==> config.mk <==
export PLATFORM = sky130hd
export DESIGN_NAME = pbit_comparator
export DESIGN_NICKNAME = d
export VERILOG_FILES = /design/src/rtl/pbit_comparator_pkg.sv /design/src/rtl/pbit_sigmoid_lut.sv /design/src/rtl/pbit_comparator.sv
export VERILOG_INCLUDE_DIRS = /design/src /design/src/rtl
export SDC_FILE = /design/constraint.sdc
export NUM_CORES = 1
export LEC_CHECK = 0
export BUFFER_PORTS_ARGS = -buffer_cell sky130_fd_sc_hd__buf_2
export CAP_MARGIN = 20
export CORE_MARGIN = 4
export CORE_UTILIZATION = 40
export CTS_CLUSTER_SIZE = 30
export DETAILED_ROUTE_END_ITERATION = 6
export MAX_ROUTING_LAYER = met4
export PLACE_DENSITY_LB_ADDON = 0.12
export SYNTH_ARGS = -nofsm -noshare
export SYNTH_HDL_FRONTEND = slang
export SYNTH_SLANG_ARGS = --single-unit
==> constraint.sdc <==
create_clock -name clk -period 1.63 [get_ports clk]
set_input_delay 0.163 -clock clk [delete_from_list [all_inputs] [get_ports clk]]
set_output_delay 0.163 -clock clk [all_outputs]
set_load 0.03 [all_outputs]
==> src/rtl/header.vh <==
// Shared widths and saturation limits for the p-bit datapath.
`ifndef PBIT_HEADER_VH
`define PBIT_HEADER_VH

`define LFSR_TO_COMPARATOR 8

// Signed limits of a w-bit two's-complement field, as 64-bit signed constants.
`define PBIT_SAT_MAX(w) ((64'sd1 <<< ((w) - 1)) - 64'sd1)
`define PBIT_SAT_MIN(w) (-(64'sd1 <<< ((w) - 1)))

`endif

==> src/rtl/pbit_comparator_pkg.sv <==
// Shared constants and the sigmoid table generator for the p-bit comparator.
`include "header.vh"

package pbit_comparator_pkg;

   localparam int PBIT_BETA_W = 3;

   // Hard (piecewise-linear) sigmoid: maps the full signed input range onto
   // 0 .. 2^rw-1. idx is the raw two's-complement bit pattern of the input.
   function automatic longint unsigned pbit_sig_entry(input int idx, input int iw, input int rw);
      longint unsigned off;
      longint unsigned imax;
      longint unsigned omax;
      off  = longint'(idx) ^ (64'd1 << (iw - 1));
      imax = (64'd1 << iw) - 64'd1;
      omax = (64'd1 << rw) - 64'd1;
      return (off * omax) / imax;
   endfunction

endpackage

==> src/rtl/pbit_sigmoid_lut.sv <==
// Combinational sigmoid ROM, 2^IW entries of RW bits, indexed by the scaled field.
module pbit_sigmoid_lut
   import pbit_comparator_pkg::*;
#(
   parameter int IW = 8,
   parameter int RW = 8
) (
   input  logic [IW-1:0] idx,
   output logic [RW-1:0] thr
);

   logic [RW-1:0] w_rom [2**IW];

   for (genvar i = 0; i < 2**IW; i++) begin : g_rom
      assign w_rom[i] = RW'(pbit_sig_entry(i, IW, RW));
   end

   assign thr = w_rom[idx];

endmodule

==> src/rtl/pbit_comparator.sv <==
// Stochastic p-bit: scale field by 2^beta, sigmoid, compare against a random word.
// Optional window statistics on accepted spins under macro PBIT_STATS_EN.
`include "header.vh"

module pbit_comparator
   import pbit_comparator_pkg::*;
#(
   parameter int RW    = `LFSR_TO_COMPARATOR,
   parameter int IW    = 8,
   parameter int NSAMP = 256
) (
   input  logic                       clk,
   input  logic                       rst,
   input  logic [RW-1:0]              rnd,
   input  logic                       field_valid,
   input  logic signed [IW-1:0]       field,
   input  logic [PBIT_BETA_W-1:0]     beta,
   output logic                       field_ready,
   output logic                       spin_valid,
   output logic                       spin,
   input  logic                       spin_ready,
   output logic                       avg_valid,
   output logic [$clog2(NSAMP):0]     avg
);

   // Extra headroom covers the largest shift (7) without wrap.
   localparam int WW = IW + 8;
   localparam logic signed [WW-1:0] SAT_MAX = WW'(`PBIT_SAT_MAX(IW));
   localparam logic signed [WW-1:0] SAT_MIN = WW'(`PBIT_SAT_MIN(IW));
   localparam logic [RW-1:0]        THR_MAX = '1;

   logic [WW-1:0]        w_ext;
   logic signed [WW-1:0] w_wide;
   logic [IW-1:0]        w_scaled;
   logic [RW-1:0]        w_thr;
   logic                 w_s1_adv;
   logic                 w_s2_adv;

   logic                 r_s1_valid;
   logic                 r_s2_valid;
   logic [RW-1:0]        r_thr;
   logic                 r_spin;

   assign w_ext  = {{8{field[IW-1]}}, field};
   assign w_wide = w_ext << beta;

   always_comb begin
      w_scaled = w_wide[IW-1:0];
      if (w_wide > SAT_MAX)
         w_scaled = SAT_MAX[IW-1:0];
      else if (w_wide < SAT_MIN)
         w_scaled = SAT_MIN[IW-1:0];
   end

   pbit_sigmoid_lut #(.IW(IW), .RW(RW)) u_lut (
      .idx (w_scaled),
      .thr (w_thr)
   );

   assign w_s2_adv    = !r_s2_valid || spin_ready;
   assign w_s1_adv    = !r_s1_valid || w_s2_adv;
   assign field_ready = w_s1_adv;
   assign spin_valid  = r_s2_valid;
   assign spin        = r_spin;

   always_ff @(posedge clk) begin
      if (rst) begin
         r_s1_valid <= 1'b0;
         r_s2_valid <= 1'b0;
         r_thr      <= '0;
         r_spin     <= 1'b0;
      end else begin
         if (w_s1_adv) begin
            r_s1_valid <= field_valid;
            if (field_valid)
               r_thr <= w_thr;
         end
         // Full-scale threshold forces +1 so the top of the sigmoid is certain.
         if (w_s2_adv) begin
            r_s2_valid <= r_s1_valid;
            if (r_s1_valid)
               r_spin <= (r_thr == THR_MAX) || (rnd < r_thr);
         end
      end
   end

`ifdef PBIT_STATS_EN
   localparam int CW = $clog2(NSAMP);
   localparam int AW = CW + 1;

   logic          w_hs;
   logic [CW-1:0] r_cnt;
   logic [AW-1:0] r_sum;
   logic [AW-1:0] r_avg;
   logic          r_avg_valid;

   assign w_hs = r_s2_valid && spin_ready;

   always_ff @(posedge clk) begin
      if (rst) begin
         r_cnt       <= '0;
         r_sum       <= '0;
         r_avg       <= '0;
         r_avg_valid <= 1'b0;
      end else begin
         r_avg_valid <= 1'b0;
         if (w_hs) begin
            if (r_cnt == CW'(NSAMP - 1)) begin
               r_avg       <= r_sum + AW'(r_spin);
               r_avg_valid <= 1'b1;
               r_cnt       <= '0;
               r_sum       <= '0;
            end else begin
               r_cnt <= r_cnt + CW'(1);
               r_sum <= r_sum + AW'(r_spin);
            end
         end
      end
   end

   assign avg       = r_avg;
   assign avg_valid = r_avg_valid;
`else
   assign avg       = '0;
   assign avg_valid = 1'b0;
`endif

endmodule
Word-level counts from Yosys, hierarchy flattened. Memory sizes are Yosys's and may differ from the RTL's. A register that Yosys moved wholly into a read port is not among the register bits. Cells that the tools add are included.

Bitwise operators: 1. Magnitude comparators: 3. Equality and inequality tests: 1. Shift-type cells: 1. Muxes and demuxes: 2. Reductions and logical operators: 7.

Operator list (count): 16-bit by 8-bit > comparator with 1-bit output (second input constant) (1); 16-bit by 8-bit less-than comparator with 1-bit output (second input constant) (1); 8-bit two-way mux (2); 16-bit by 3-bit left shift with 16-bit output (1); 8-bit NOT with 9-bit output (1); 8-bit == test (second input constant) (1); 8-bit less-than comparator (1); 2-bit AND reduction (2); 1-bit logical OR (3); 1-bit zero test (2).

ROM bits: 2048. Flip-flop bits (word level): 3. Memories: 1. Output and inout bits: 13. Input bits: 23.

Memories: (no name shown) (words 256, bits a word 8, read ports 1, clocked after memory_dff 1, write ports 0, RTL line pbit_sigmoid_lut.sv:18) `assign thr = w_rom[idx];`.

Logic depth before layout (Yosys ltp). Gate-level depths: netlist of the first run.

Depth after elaboration: 5. Mapped depth: 8. Depth with buffers taken out: 7.

Modules after synthesis. A second synthesis of the first run with hierarchy kept.

Cells, all modules: 152. Area total of the unflattened synthesis: 1106.1 µm².

By module, submodules not included: pbit_comparator (cells each 144, area each 1049.8 µm², instances 1); pbit_sigmoid_lut (cells each 8, area each 56.3 µm², instances 1).

Worst setup path after synthesis of the first run. OpenSTA, ideal clock, no wires.

Path type: reg2reg. Start point: register r_s2_valid (netlist: spin_valid). End point: register r_thr[0]. Data required time: 1.535 ns. Arrival time: 1.671 ns. Path slack: -0.136 ns. Clock period less this slack: 1.766 ns. Setup time: 0.095 ns. Buffers on the path: 0. Cell stages (with the launch flop): 6. Cells stage by stage: dfxtp_1 -> nor2b_1 -> nand2_1 -> nand2_1 -> nor3_4 -> a221oi_1.

Cells in the longest elaborated chain, start to end: 4.

Ends and longest elaborated chain: start: declaration (RTL line pbit_comparator.sv:40) `logic r_s2_valid;`; start signal: assignment (RTL line pbit_comparator.sv:80) `r_s2_valid <= r_s1_valid;`; 1-bit zero test (RTL line pbit_comparator.sv:60) `assign w_s2_adv = !r_s2_valid || spin_ready;`; 1-bit logical OR (RTL line pbit_comparator.sv:60); 1-bit logical OR (RTL line pbit_comparator.sv:61) `assign w_s1_adv = !r_s1_valid || w_s2_adv;`; named net field_ready (RTL line pbit_comparator.sv:18) `output logic field_ready,`; 2-bit AND reduction (no line); end: declaration (RTL line pbit_comparator.sv:41) `logic [RW-1:0] r_thr;`.

The timed path passes the listed nets, and every way through them passes these cells. A chain may end at the register's enable or synchronous reset.

Final worst setup path of the first run.
Start point: register r_thr[1]. End point: register r_spin (netlist: spin).

Cells in the longest elaborated chain, start to end: 2. Elaborated cells on any way between the ends: 3. Classes of those cells: order compare (1); eq/ne (1); reduce/logical (1).

Ends and longest elaborated chain: 8-bit less-than comparator or 8-bit == test (tied branches) (RTL line pbit_comparator.sv:82) `r_spin <= (r_thr == THR_MAX) || (rnd < r_thr);`; 1-bit logical OR * (RTL line pbit_comparator.sv:82); end signal: assignment (RTL line pbit_comparator.sv:82); end: declaration (RTL line pbit_comparator.sv:42) `logic r_spin;`.

Every way passes the cells marked *; elsewhere a longest branch is shown, timed or not.

==> results of run 1 <==
[per-stage QoR]
step	cells	hold slack [ns]	TNS [ns]	util (%)
final	202	0.132	0	50.4
after global routing	202	0.146	0	50.4
after CTS	202	0.133	0	50.4
after detailed placement	198	0.404	-0.288	49.4
after global placement	198	0.402	-0.0472	49.4
after floorplan	150	0.242	0	-
[Yosys cell counts (all sizes together), types with 2 or more instances]
| cell | instances | share of area [%] |
|---|---|---|
| buf | 14 | 9.8 |
| nor2 | 14 | 4.8 |
| inv | 13 | 4.5 |
| dfxtp | 11 | 20 |
| nand2 | 11 | 3.8 |
| a221oi | 8 | 6.4 |
| ha | 7 | 8.0 |
| o21ai | 7 | 3.2 |
| a21oi | 6 | 3.1 |
| mux2i | 6 | 5.5 |
| nand3 | 5 | 2.3 |
| a211oi | 4 | 3.2 |
| nand2b | 4 | 2.3 |
| a21o | 3 | 2.1 |
| mux2 | 3 | 3.8 |
| nand4 | 3 | 1.7 |
| a31oi | 2 | 1.1 |
| nor2b | 2 | 1.1 |
| nor3 | 2 | 1.9 |
| o211ai | 2 | 1.4 |
[flip-flops by register name, summed over array words and instances, names as in the netlist]
signal      cells
r_s1_valid      1
r_thr           8
spin            1
spin_valid      1
[path summary, 6_finish.rpt]
| path | startpoint | slack [ns] | cells past startpoint | endpoint |
|---|---|---|---|---|
| setup / recovery | r_thr[1] | 0.13 | 7 | spin |
| hold / removal | field_valid | 0.13 | 3 | r_s1_valid |
| setup reg to reg | r_thr[1] | 0.13 | 7 | spin |
| hold reg to reg | r_thr[2] | 0.50 | 2 | r_thr[2] |
[tightest hold or removal path, stage by stage]
cell	delay (ns)
buf_2	0.10
a21oi_1	0.04
nor2_1	0.07
[layout make-up]
type	instances	area, µm²	share of cell area [%]
Inverter	13	48.8	3.80
Multi-Input combinational cell	111	753	58.7
Tap cell	30	37.5	2.92
Sequential cell	11	220	17.2
Timing Repair Buffer	33	198	15.4
Clock buffer	4	26.3	2.05
[per-layer routing]
metal	global-route usage [%]	part of all wire (%)	wire length [µm]
met1	17.7	43	1070
met5	-	0	0
met3	2.38	5.5	135
met2	26.9	50	1220
met4	5.38	1.6	39
[cells by family (layout without fill, tap and decap cells)]
kind of cell / Yosys count / in the layout / synth area share [%]
simple gates: 47 / 47 / 22.5
mux: 9 / 9 / 9.26
flops: 11 / 11 / 20.1
compound gates: 38 / 38 / 25.1
fa+ha+maj: 7 / 7 / 8.00
buf+inv: 28 / 50 / 14.6
other cells: 1 / 10 / 0.343
[layout by cell type, fill, tap and decap left out, types with 2 or more instances in the layout]
cell / synthesis / layout
a211oi_1: 3 / 3
a21o_1: 3 / 3
a21oi_1: 5 / 5
a221oi_1: 8 / 8
a31oi_1: 2 / 2
buf_2: 2 / 25
buf_4: 10 / 7
clkbuf_4: 0 / 3
conb_1: 1 / 10
dfxtp_1: 11 / 11
ha_1: 7 / 7
inv_1: 13 / 13
mux2_4: 2 / 2
mux2i_1: 6 / 6
nand2_1: 11 / 9
nand2_2: 0 / 2
nand2b_1: 4 / 4
nand3_1: 5 / 5
nand4_1: 3 / 3
nor2_1: 14 / 14
nor2b_1: 2 / 2
o211ai_1: 2 / 2
o21ai_0: 5 / 5
o21ai_1: 2 / 2
[report_power, final]
part	switching (mW)	total (mW)	internal (mW)
Sequential	0.0128	0.303	0.290
Clock	0.0845	0.179	0.0947
Combinational	0.176	0.303	0.127
Total	0.273	0.785	0.512
==> impl_metrics.csv, run 1 <==
group,metric,value,unit
run_status,status,"completed",
drt,vias_per_cell,5.33,
worst_setup_path,crit_path_start_kind,"flip-flop",
die,coreArea,2540,µm²
grt,antenna_found_initial,0,
worst_setup_path,critical_path.max_stage_delay,0.33,ns
worst_setup_path,path_buf_inv,1,
timing,rsz0062_at_grt,"false",
drt,vias,1076,
die,io_pins,36,
worst_setup_path,cp-end-kind,"flip-flop",
clock_tree,cts_resized,0,
clock_tree,root_buffer,"clkbuf_4",
clock_tree,htree_num_levels,1,
drt,firstDrtPassIters,4,
clock_tree,path_clk_slew,0.07,ns
die,std_cell_rows,18,
synthesis,synth_area_per_cell,7.76,µm²
clock_tree,postCtsHoldBufs,0,
placement,placed_cell_area,1260,µm²
synthesis,syn_area,1090,µm²
clock_tree,tritoncts,"done",
drt,wirelength,2460,µm
grt,grt_overflow,0,
power,p_leak,0.592,nW
placement,globalplace.congestion,0.822,
die,initial_core_util,43.0,%
worst_setup_path,cp_max_fo,2,
layout,synthToLayoutAreaGrowth,17.3,%
synthesis,synth-seq-cells,11,
grt,first_global_vias,1040,
synthesis,yosys_warnings,0,
synthesis,ys_seq_area_share,20.1,%
die,die_area,3640,µm²
timing,finalCriticalPeriod,1.50,ns
synthesis,synth.distinct_cells,41,
timing,finClkSkew,0.00320,ns
clock_tree,cts_setup_buffers,0,
clock_tree,clkLatencyLatePin,0.26,ns
worst_setup_path,critPathArrivalTime,1.68,ns
power,p_total,785,µW
flow_run,maxCapViolations,0,
synthesis,synth_edf_count,0,
clock_tree,clockBufferDepth,2,
worst_setup_path,cp_data_required_time,1.82,ns
grt,grt_util_all_layers,15.4,%
worst_setup_path,critical-path-slowest-cell,"dfxtp_1",
layout,nFillCells,260,
synthesis,ys_async_sr_fraction,0,%
layout,finalInstanceArea,1280,µm²
timing,fmax,668,MHz
worst_setup_path,path_cells,"inv_1 -> ha_1 -> a21o_1 -> a21o_1 -> a21oi_1 -> o21ai_0 -> a211oi_1",
timing,finalMaxSlewViolations,0,
timing,setup_violations,0,
grt,grt_pass1_wl,4250,µm
grt,grt_max_degree,15,
drt,drt_first_iter_violations,17,
layout,antenna_cells,0,
die,fp.dieW,60.3,µm
layout,drive_gt1_share,26.7,%
placement,post-place-ws,-0.0500,ns
timing,hold_viol_final,0,
placement,hpwl,2060,µm
placement,io_buffer_count,25,
clock_tree,cts_sinks,11,
power,peakVddDrop,0.000292,V
timing,period_share,91.8,%
die,die_h,60.3,µm
drt,routedWlPerCell,12.2,µm
worst_setup_path,path_class,"flip-flop to flip-flop",
clock_tree,cts_made_buffers,3,
synthesis,synth_cells,141,
drt,postRouteAntennaNets,0,
worst_setup_path,crit_top_cell,"a21o_1",
timing,fin_ws,0.133,ns
layout,nets,203,
power,powerDensity,611,nW/µm²
drt,drc,0,
worst_setup_path,cp_top_family,"compound AO/OA/AOI/OAI gates",
worst_hold_path,min_path_type,"input pin to flip-flop",
synthesis,ys.flop_type,"dfxtp_1",
Note: power is estimated with default switching activity, not from simulation.
==> run 2, diff against run 1 <==
CORE_ASPECT_RATIO = 1.5   (was not set)
==> run 2 against run 1 <==
- die area is 0.48% higher
- clock skew is 0.00057 ns higher
- routed wire length up 4.5%
- sequential power about the same
- final area grew 3.0%
- critical path type unchanged
- critical endpoint unchanged
- highest routed layer unchanged
==> impl_metrics.csv, run 2 (synthesis results as in run 1) <==
group,metric,value,unit
timing,fmax,662,MHz
power,p_leak,0.602,nW
worst_setup_path,crit_path_start_kind,"flip-flop",
drt,firstDrtPassIters,4,
placement,placed_cell_area,1270,µm²
power,p_total,882,µW
drt,vias_per_cell,5.07,
layout,largest_register,"r_thr",
drt,drt_first_iter_violations,9,
layout,nets,203,
layout,final_common_cell,"buf_2",
grt,grt_max_degree,15,
clock_tree,htree_num_levels,1,
worst_setup_path,cp_data_required_time,1.79,ns
placement,dp_cells,205,
drt,drc,0,
timing,period_share,92.7,%
timing,finalCriticalPeriod,1.51,ns
placement,post-place-ws,-0.0560,ns
power,peakVddDrop,0.000262,V
layout,final_util,50.0,%
timing,finClkSkew,0.00376,ns
placement,globalplace.congestion,0.858,
layout,final_cell_mix,"buf_2 (25), nor2_1 (14), inv_1 (13)",
die,die_h,72.1,µm
flow_run,maxCapViolations,0,
timing,setup-tns-final,0,ns
run_status,status,"completed",
die,std_cell_rows,23,
placement,hpwl,2220,µm
die,coreArea,2650,µm²
timing,finalMaxSlewViolations,0,
drt,wirelength,2570,µm
worst_hold_path,hold_start,"field_valid",
grt,first_global_vias,1045,
layout,antenna_cells,0,
timing,hold_viol_final,0,
power,powerDensity,667,nW/µm²
drt,postRouteAntennaNets,0,
die,die_area,3660,µm²
worst_setup_path,reg2reg_to,"spin",
grt,grt_util_all_layers,15.9,%
timing,rsz0062_at_grt,"false",
clock_tree,path_clk_slew,0.05,ns
clock_tree,tritoncts,"done",
worst_setup_path,path_class,"flip-flop to flip-flop",
die,io_pins,36,
worst_hold_path,min_path_type,"input pin to flip-flop",
die,fp.dieW,50.7,µm
worst_setup_path,rrSetupSlack,0.12,ns
layout,largest_reg_flops,8,
clock_tree,clockBufferDepth,2,
timing,fin_ws,0.119,ns
drt,vias,1060,
clock_tree,cts_made_buffers,3,
layout,nFillCells,315,
clock_tree,cts_sinks,11,
layout,finalInstanceArea,1320,µm²
grt,grt_overflow,0,
timing,fin_hold_ws,0.160,ns
worst_setup_path,rr_startpoint,"r_thr[1]",
worst_setup_path,reg2regPathDepth,7,
drt,routedWlPerCell,12.3,µm
worst_setup_path,cp_max_fo,2,
timing,setup_violations,0,
layout,drive_gt1_share,29.1,%
placement,io_buffer_count,25,
clock_tree,clkLatencyLatePin,0.24,ns
grt,grt_pass1_wl,4450,µm
grt,antenna_found_initial,0,
clock_tree,postCtsHoldBufs,0,
die,initial_core_util,41.4,%
worst_setup_path,critPathArrivalTime,1.67,ns
clock_tree,root_buffer,"clkbuf_8",
worst_hold_path,whs_path_depth,3,
layout,synthToLayoutAreaGrowth,20.8,%
layout,post_layout_nonfiller_instances,209,
worst_setup_path,cp-end-kind,"flip-flop",
worst_hold_path,min_to,"r_s1_valid",
[run 2: routing by layer]
| metal | GRT usage [%] | routed length [µm] | vias up |
|---|---|---|---|
| li1 | - | - | 551 |
| met1 | 15.7 | 929 | 475 |
| met5 | - | 0 | - |
| met2 | 29.9 | 1450 | 27 |
| met3 | 2.26 | 114 | 7 |
| met4 | 7.78 | 76 | 0 |
[run 2: worst max-delay path by stage]
stage | slack (ns) | startpoint | cells past startpoint | endpoint
final | 0.12 | r_thr[1] | 7 | spin
after floorplan | 0.04 | spin_valid | 5 | r_thr[4]
after detailed placement | -0.06 | beta[1] | 7 | r_thr[6]
after global routing | 0.02 | r_thr[1] | 7 | spin
after CTS | 0.04 | r_thr[1] | 7 | spin
after global placement | -0.01 | beta[1] | 7 | r_thr[4]
[run 2: area by class of cell]
| cell class | instances | area (µm²) | share of cell area [%] |
|---|---|---|---|
| Timing Repair Buffer | 33 | 198 | 14.9 |
| Multi-Input combinational cell | 111 | 762 | 57.6 |
| Inverter | 13 | 48.8 | 3.69 |
| Tap cell | 37 | 46.3 | 3.50 |
| Clock buffer | 4 | 45.0 | 3.41 |
| Sequential cell | 11 | 223 | 16.8 |
[run 2: worst max-delay path, stage by stage (launching register included)]
cell and delay, ns:
dfxtp_2 0.32, inv_1 0.05, ha_1 0.27, a21o_1 0.15
a21o_1 0.18, a21oi_2 0.15, o21ai_1 0.09, a211oi_2 0.22
[run 2: timing repair]
item,in CTS,in global routing
endpoints found under the setup margin,0,1
setup buffers,0,0
gates resized for setup,0,5
[run 2: where the power goes]
part / leakage, nW / switching, mW / total, mW / internal [mW]
clock: 0.0228 / 0.0999 / 0.271 / 0.171
sequential: 0.0919 / 0.0119 / 0.304 / 0.292
combinational: 0.487 / 0.179 / 0.306 / 0.127
